**config.mk**
```make
export PLATFORM = sky130hd
export DESIGN_NAME = fifo_wr_arb_flat
export DESIGN_NICKNAME = d
export VERILOG_FILES = /design/src/rtl/fifo_wr_arb_pkg.sv /design/src/rtl/fifo_wr_arb_if.sv /design/src/rtl/fifo_wr_arb_rr_pick.sv /design/src/rtl/fifo_wr_arb.sv /design/src/flat_wrapper.sv
export SDC_FILE = /design/constraint.sdc
export NUM_CORES = 1
export LEC_CHECK = 0
export ABC_AREA = 1
export BUFFER_PORTS_ARGS = -buffer_cell sky130_fd_sc_hd__clkbuf_2
export CAP_MARGIN = 25
export CORE_MARGIN = 10
export CORE_UTILIZATION = 52
export DETAILED_ROUTE_END_ITERATION = 8
export PLACE_DENSITY_LB_ADDON = 0.15
export SYNTH_ARGS = -nofsm -noshare
export SYNTH_HDL_FRONTEND = slang
export SYNTH_SLANG_ARGS = --single-unit
```
**constraint.sdc**
```tcl
create_clock -name clk -period 5.5 [get_ports clk]
set_input_delay 0.825 -clock clk [delete_from_list [all_inputs] [get_ports clk]]
set_output_delay 0.825 -clock clk [all_outputs]
set_load 0.01 [all_outputs]
```
**src/rtl/fifo_wr_arb_pkg.sv**
```systemverilog
// Shared types and helpers for the FIFO write arbiter.
// Latency: none (types and constant functions only).
// Backpressure: not applicable.
package fifo_arb_pkg;

   // Flush sequencing states
   typedef enum logic [1:0] {
      RUN   = 2'd0,
      DRAIN = 2'd1,
      CLR   = 2'd2
   } arb_state_e;

   // Width of the consecutive-grant counter (BURST is at most 15)
   localparam int CNT_W = 4;

   // Index width for n requesters, never narrower than one bit
   function automatic int idx_w(input int n);
      return (n > 1) ? $clog2(n) : 1;
   endfunction

endpackage

```
**src/rtl/fifo_wr_arb_if.sv**
```systemverilog
// Bundle of requester-side and FIFO-side signals of the write arbiter.
// Latency: none (wiring only).
// Backpressure: ack toward requesters; fifo_full/fifo_full_n from the FIFO.
//   master: arbiter side (drives ack, fifo_we/fifo_din/fifo_clr, grant_id, busy)
//   slave : environment side (drives req, wdata, flush_req, FIFO flags)
interface fifo_wr_arb_if #(
   parameter int N_REQ = 4,
   parameter int DW    = 8
);
   import fifo_arb_pkg::*;

   localparam int IW = idx_w(N_REQ);

   logic [N_REQ-1:0]    req;
   logic [N_REQ*DW-1:0] wdata;
   logic [N_REQ-1:0]    ack;
   logic                flush_req;
   logic                fifo_we;
   logic [DW-1:0]       fifo_din;
   logic                fifo_clr;
   logic                fifo_full;
   logic                fifo_full_n;
   logic [IW-1:0]       grant_id;
   logic                busy;

   modport master (
      input  req, wdata, flush_req, fifo_full, fifo_full_n,
      output ack, fifo_we, fifo_din, fifo_clr, grant_id, busy
   );

   modport slave (
      output req, wdata, flush_req, fifo_full, fifo_full_n,
      input  ack, fifo_we, fifo_din, fifo_clr, grant_id, busy
   );

endinterface

```
**src/rtl/fifo_wr_arb_rr_pick.sv**
```systemverilog
// Round-robin picker: keeps the current owner while it may hold, else next requester after it.
// Latency: combinational.
// Backpressure: none; pick_vld only says some requester is present.
//   req      in   per-requester valid
//   owner    in   index of the last granted requester
//   hold     in   owner is still within its burst allowance
//   pick     out  chosen index (owner when nothing is picked)
//   pick_vld out  a requester was chosen
module rr_pick
   import fifo_arb_pkg::*;
#(
   parameter  int N_REQ = 4,
   localparam int IW    = idx_w(N_REQ)
) (
   input  logic [N_REQ-1:0] req,
   input  logic [IW-1:0]    owner,
   input  logic             hold,
   output logic [IW-1:0]    pick,
   output logic             pick_vld
);

   always_comb begin
      int            idx;
      logic [IW-1:0] idx_l;
      pick     = owner;
      pick_vld = 1'b0;
      idx      = 0;
      idx_l    = '0;
      if (hold && req[owner]) begin
         pick_vld = 1'b1;
      end else begin
         // Cyclic search from owner+1; k==N_REQ wraps back to owner itself,
         // so a lone requester keeps winning past its burst limit.
         for (int k = 1; k <= N_REQ; k++) begin
            idx   = (int'(owner) + k) % N_REQ;
            idx_l = IW'(idx);
            if (!pick_vld && req[idx_l]) begin
               pick     = idx_l;
               pick_vld = 1'b1;
            end
         end
      end
   end

endmodule

```
**src/rtl/fifo_wr_arb.sv**
```systemverilog
// Round-robin arbiter sharing one FIFO write port among N_REQ requesters, with burst limit and flush sequencing.
// Latency: ack in cycle t -> fifo_we/fifo_din in cycle t+1; flush: DRAIN at t+1, fifo_clr at t+2, RUN at t+3.
// Backpressure: ack withheld on fifo_full, on almost-full with a write in flight, during flush and reset.
//   clk, rst      clock and asynchronous active-high reset
//   bus (master)  req/wdata/ack requester handshake, flush_req, FIFO write port and flags, grant_id, busy
module fifo_wr_arb
   import fifo_arb_pkg::*;
#(
   parameter int N_REQ = 4,
   parameter int DW    = 8,
   parameter int BURST = 4
) (
   input logic            clk,
   input logic            rst,
   fifo_wr_arb_if.master  bus
);

   localparam int IW = idx_w(N_REQ);

   arb_state_e       state_q, state_d;
   logic [IW-1:0]    owner_q;
   logic [CNT_W-1:0] cnt_q;
   logic             fifo_we_q;
   logic [DW-1:0]    fifo_din_q;
   logic             fifo_clr_q;

   logic             hold;
   logic             can_wr;
   logic             xfer;
   logic [IW-1:0]    pick;
   logic             pick_vld;
   logic [N_REQ-1:0] ack;

   // cnt==0 only after reset or clear: no burst is running, so the owner
   // register merely marks where the cyclic search starts (index 0 first).
   assign hold = (cnt_q != '0) && (cnt_q < CNT_W'(BURST));

   rr_pick #(.N_REQ(N_REQ)) u_pick (
      .req      (bus.req),
      .owner    (owner_q),
      .hold     (hold),
      .pick     (pick),
      .pick_vld (pick_vld)
   );

   // A write already in flight with only one free entry would take the last
   // slot, so the next cycle must not issue another one.
   assign can_wr = (state_q == RUN) && !bus.flush_req && !bus.fifo_full &&
                   !(fifo_we_q && bus.fifo_full_n);

   always_comb begin
      ack = '0;
      if (pick_vld && can_wr && !rst) begin
         ack[pick] = 1'b1;
      end
   end

   assign xfer = |ack;

   always_comb begin
      state_d = state_q;
      case (state_q)
         RUN:     if (bus.flush_req) state_d = DRAIN;
         DRAIN:   state_d = CLR;
         CLR:     state_d = RUN;
         default: state_d = RUN;
      endcase
   end

   always_ff @(posedge clk or posedge rst) begin
      if (rst) begin
         state_q <= RUN;
      end else begin
         state_q <= state_d;
      end
   end

   always_ff @(posedge clk or posedge rst) begin
      if (rst) begin
         owner_q    <= IW'(N_REQ - 1);
         cnt_q      <= '0;
         fifo_we_q  <= 1'b0;
         fifo_din_q <= '0;
         fifo_clr_q <= 1'b0;
      end else begin
         fifo_we_q  <= xfer;
         fifo_clr_q <= (state_d == CLR);
         if (state_q == CLR) begin
            owner_q <= IW'(N_REQ - 1);
            cnt_q   <= '0;
         end else if (xfer) begin
            fifo_din_q <= bus.wdata[int'(pick)*DW +: DW];
            if (pick == owner_q) begin
               // Saturates: a lone requester keeps winning past BURST.
               if (cnt_q < CNT_W'(BURST)) begin
                  cnt_q <= cnt_q + 1'b1;
               end
            end else begin
               owner_q <= pick;
               cnt_q   <= CNT_W'(1);
            end
         end
      end
   end

   assign bus.ack      = ack;
   assign bus.fifo_we  = fifo_we_q;
   assign bus.fifo_din = fifo_din_q;
   assign bus.fifo_clr = fifo_clr_q;
   assign bus.grant_id = owner_q;
   assign bus.busy     = (state_q != RUN);

endmodule
```
**src/flat_wrapper.sv**
```systemverilog
// flat-port wrapper written by rule: the top's interface ports become plain ports
module fifo_wr_arb_flat import fifo_arb_pkg::*;
#(
   parameter int N_REQ = 4,
   parameter int DW    = 8,
   parameter int BURST = 4
)
  (clk, rst, bus_req, bus_wdata, bus_flush_req, bus_fifo_full, bus_fifo_full_n, bus_ack, bus_fifo_we, bus_fifo_din, bus_fifo_clr, bus_grant_id, bus_busy);
  fifo_wr_arb_if #(.N_REQ(N_REQ), .DW(DW)) bus_i ();
  input logic clk;
  input logic rst;
  input wire logic [$bits(bus_i.req)-1:0] bus_req;
  input wire logic [$bits(bus_i.wdata)-1:0] bus_wdata;
  input wire logic [$bits(bus_i.flush_req)-1:0] bus_flush_req;
  input wire logic [$bits(bus_i.fifo_full)-1:0] bus_fifo_full;
  input wire logic [$bits(bus_i.fifo_full_n)-1:0] bus_fifo_full_n;
  output wire logic [$bits(bus_i.ack)-1:0] bus_ack;
  output wire logic [$bits(bus_i.fifo_we)-1:0] bus_fifo_we;
  output wire logic [$bits(bus_i.fifo_din)-1:0] bus_fifo_din;
  output wire logic [$bits(bus_i.fifo_clr)-1:0] bus_fifo_clr;
  output wire logic [$bits(bus_i.grant_id)-1:0] bus_grant_id;
  output wire logic [$bits(bus_i.busy)-1:0] bus_busy;
  assign bus_i.req = bus_req;
  assign bus_i.wdata = bus_wdata;
  assign bus_i.flush_req = bus_flush_req;
  assign bus_i.fifo_full = bus_fifo_full;
  assign bus_i.fifo_full_n = bus_fifo_full_n;
  assign bus_ack = bus_i.ack;
  assign bus_fifo_we = bus_i.fifo_we;
  assign bus_fifo_din = bus_i.fifo_din;
  assign bus_fifo_clr = bus_i.fifo_clr;
  assign bus_grant_id = bus_i.grant_id;
  assign bus_busy = bus_i.busy;
  fifo_wr_arb #(.N_REQ(N_REQ), .DW(DW), .BURST(BURST)) u_core (.clk(clk), .rst(rst), .bus(bus_i));
endmodule
```
==> flow_summary.yaml <==
clock_network:
  cts_hold_buf: 0
  clock-sinks: 17
  ctsResizeCount: 0
  clk_pin_slew_ns: 0.09
  cts_max_level: 1
  clk_path_buf_depth: 2
  cts_tree: "built"
  cts_made_buffers: 3
  root_buffer: "clkbuf_4"
  insertion_delay_ns: 0.29
  cts_setup_buffers: 0
logic_synthesis:
  synth_fa_ha_area_share_pct: 1.71
  synth_edf_count: 0
  netlist.area_leader.share_pct: 28.8
  yosys.area_share.simple_pct: 51.3
  yosysWarnings: 0
  synthesis.area_mm2: 0.00146
  avgSynthCellArea_um2: 6.04
  ys_seq_elements: 17
  synth_top_family_by_area: "simple AND/OR/NAND/NOR gates"
  synthFlopType: "dfrtp_1"
  synth.distinct_cells: 28
  netlist_instances: 242
  ys_top_cells_by_area: "nand2_1 (29%), dfrtp_1 (26%), nand3_1 (9.9%)"
  synth_common_cells: "nand2_1 (112), inv_1 (30), nand3_1 (29)"
  synth_xor_area_share_pct: 0
  syn-num-nets: 285
  synth-compound-area-share_pct: 6.08
  synth_async_sr_flop_share_pct: 100
  synth_seq_area_share_pct: 29.3
  synthMuxAreaShare_pct: 0
  post-synth-top-count-cell: "nand2_1"
  synth_top_area_cell: "nand2_1"
grt:
  grt_usage_pct: 14.6
  grt-ovfl-total: 0
  grt_pass1_vias: 1537
  grt_pass1_wl_um: 6530
  grt_max_degree: 20
  grt_antenna_before_repair: 0
pwr:
  power.total_mw: 1.20
  p_leak_nw: 1.12
  p_per_area_mw_per_mm2: 678
  irDropWorstVdd_mv: 0.567
timing:
  finalHoldViolations: 0
  max_freq_ghz: 0.252
  slew_headroom_pct: 46.9
  setup_viol: 0
  fin_skew_ns: 0.000485
  period_share_pct: 72.0
  min_period_ns: 3.96
  setup_tns_ns: 0
  rsz0062_at_grt: "no"
  slew_violations: 0
  tightest_slew_ns: 0.791
layout:
  fillers: 287
  area_growth_pct: 21.3
  drive_gt1_share_pct: 26.3
  n_antenna_cell: 0
  nNetsFinal: 341
job:
  drv_cap: 0
detailed_routing:
  first_iter_violations: 106
  drt-met1-wl_um: 1710
  wl_met2_um: 1860
  via_per_inst: 4.89
  antenna_left: 0
  met3WireLength_um: 276
  vias: 1605
  wl_um: 3900
  top_layer_used: "met4"
  route.detailed.drc: 0
  drtPass1Iterations: 4
  post_drt_wl_per_cell_um: 11.9
floorplanning:
  fp.dieW_um: 73.0
  fp.dieArea_mm2: 0.00533
  die_y_um: 73.0
  start_util_pct: 53.9
  boundaryPins: 58
  num_rows: 19
  core_mm2: 0.00271
critical_path:
  cp_slowest_cell: "dfstp_2"
  r2r_slack_ns: 2.66
  setup.worst_path.end_class: "primary output"
  critical_path.max_fanout: 12
  crit_type: "flip-flop to primary output"
  critPathMaxStageDelay_ns: 0.67
  crit_top_cell: "nand2_1"
  critPathLaunchType: "flip-flop"
  arrival_ns: 3.14
  crit_chain: "inv_2, nand2_1, nand2_2, nand2_1, nand2_2, o21ai_0, nand2_1, nand2_1, nand3_1, o21ai_1, inv_1, nor3_1, clkbuf_2"
  cp_data_required_time_ns: 4.68
placement:
  dp_hpwl_um: 3190
  gp_congestion: 0.888
  port_buffers: 57
hold_path:
  hp-class: "flip-flop to flip-flop"
run_status:
  status: "complete, no violations"
per-stage QoR:
| step | setup WS, ns | std cells | hold slack (ns) | utilization [%] | cell area, µm² |
|---|---|---|---|---|---|
| 3_3_place_gp | 1.73 | 324 | 0.464 | 64.4 | 1750 |
| 6_report | 1.54 | 328 | 0.488 | 65.4 | 1770 |
| 3_5_place_dp | 1.75 | 324 | 0.470 | 64.4 | 1750 |
| 4_1_cts | 1.53 | 328 | 0.487 | 65.4 | 1770 |
| 2_1_floorplan | 2.33 | 242 | 0.471 | - | 1460 |
| 5_1_grt | 1.25 | 328 | 0.511 | 65.4 | 1770 |
worst max-delay path, delay by kind of cell, from the launching register on:
kind,cells,cell delay (ns)
flops,1,0.67
simple gates,8,0.82
compound gates,2,0.64
buf+inv,3,0.70
layout make-up:
type / instances / area, µm² / area share (%)
Tap cell: 31 / 38.8 / 2.19
Multi-Input combinational cell: 185 / 863 / 48.7
Timing Repair Buffer: 57 / 285 / 16.1
Clock inverter: 1 / 5.00 / 0.282
Inverter: 34 / 130 / 7.34
Clock buffer: 3 / 22.5 / 1.27
Sequential cell: 17 / 428 / 24.1
cell usage in the layout (no fill, tap or decap):
master / count
a2111oi_0: 1
a21oi_1: 1
a31oi_4: 1
clkbuf_2: 57
clkbuf_4: 3
clkinv_1: 1
clkinv_2: 1
dfrtp_1: 15
dfstp_2: 2
ha_1: 2
inv_1: 30
inv_2: 2
inv_4: 1
nand2_1: 112
nand2_2: 6
nand2_4: 1
nand3_1: 29
nand3_2: 1
nand3_4: 1
nand4_1: 5
nor2_1: 12
nor2_2: 1
nor3_1: 5
o211ai_4: 1
o21a_1: 1
o21ai_0: 3
o21ai_1: 2
sequential cells by signal (all words and copies together) (netlist names):
name / cells
u_core.bus.fifo_clr: 1
u_core.state_q: 1
u_core.bus.grant_id: 2
u_core.bus.fifo_we: 1
u_core.bus.fifo_din: 8
u_core.cnt_q: 4
worst paths after layout:
check | startpoint | end | depth (start not counted)
max in group asynchronous | rst | u_core.bus.fifo_we$_DFF_PP0_ | 2
min reg2reg | u_core.bus.fifo_clr$_DFF_PP0_ | u_core.bus.fifo_clr$_DFF_PP0_ | 1
min in group asynchronous | rst | u_core.bus.fifo_din[5]$_DFFE_PP0P_ | 2
max | u_core.bus.grant_id[0]$_DFFE_PP1P_ | bus_ack[1] | 13
min | u_core.bus.fifo_clr$_DFF_PP0_ | u_core.bus.fifo_clr$_DFF_PP0_ | 1
max reg2reg | u_core.bus.grant_id[0]$_DFFE_PP1P_ | u_core.bus.fifo_din[2]$_DFFE_PP0P_ | 15
layer usage:
metal | track usage, % | vias up
met5 | 0 | -
met3 | 5.03 | 6
li1 | - | 866
met2 | 24.5 | 54
met4 | 3.59 | 0
met1 | 17.1 | 679
power by group:
| part | internal (mW) | switching [mW] | total, mW |
|---|---|---|---|
| Sequential | 0.177 | 0.0466 | 0.223 |
| Clock | 0.0270 | 0.0382 | 0.0652 |
| Combinational | 0.298 | 0.614 | 0.913 |
| Total | 0.502 | 0.699 | 1.20 |
cell families (layout without fill, tap and decap cells):
kind of cell,count (synthesis),count (layout)
adders and majority gates,2,2
buffers and inverters,40,95
DFF,17,17
AOI/OAI and AO/OA,10,10
and+or+nand+nor,173,173
No activity file was read; power rests on OpenSTA's default activity.
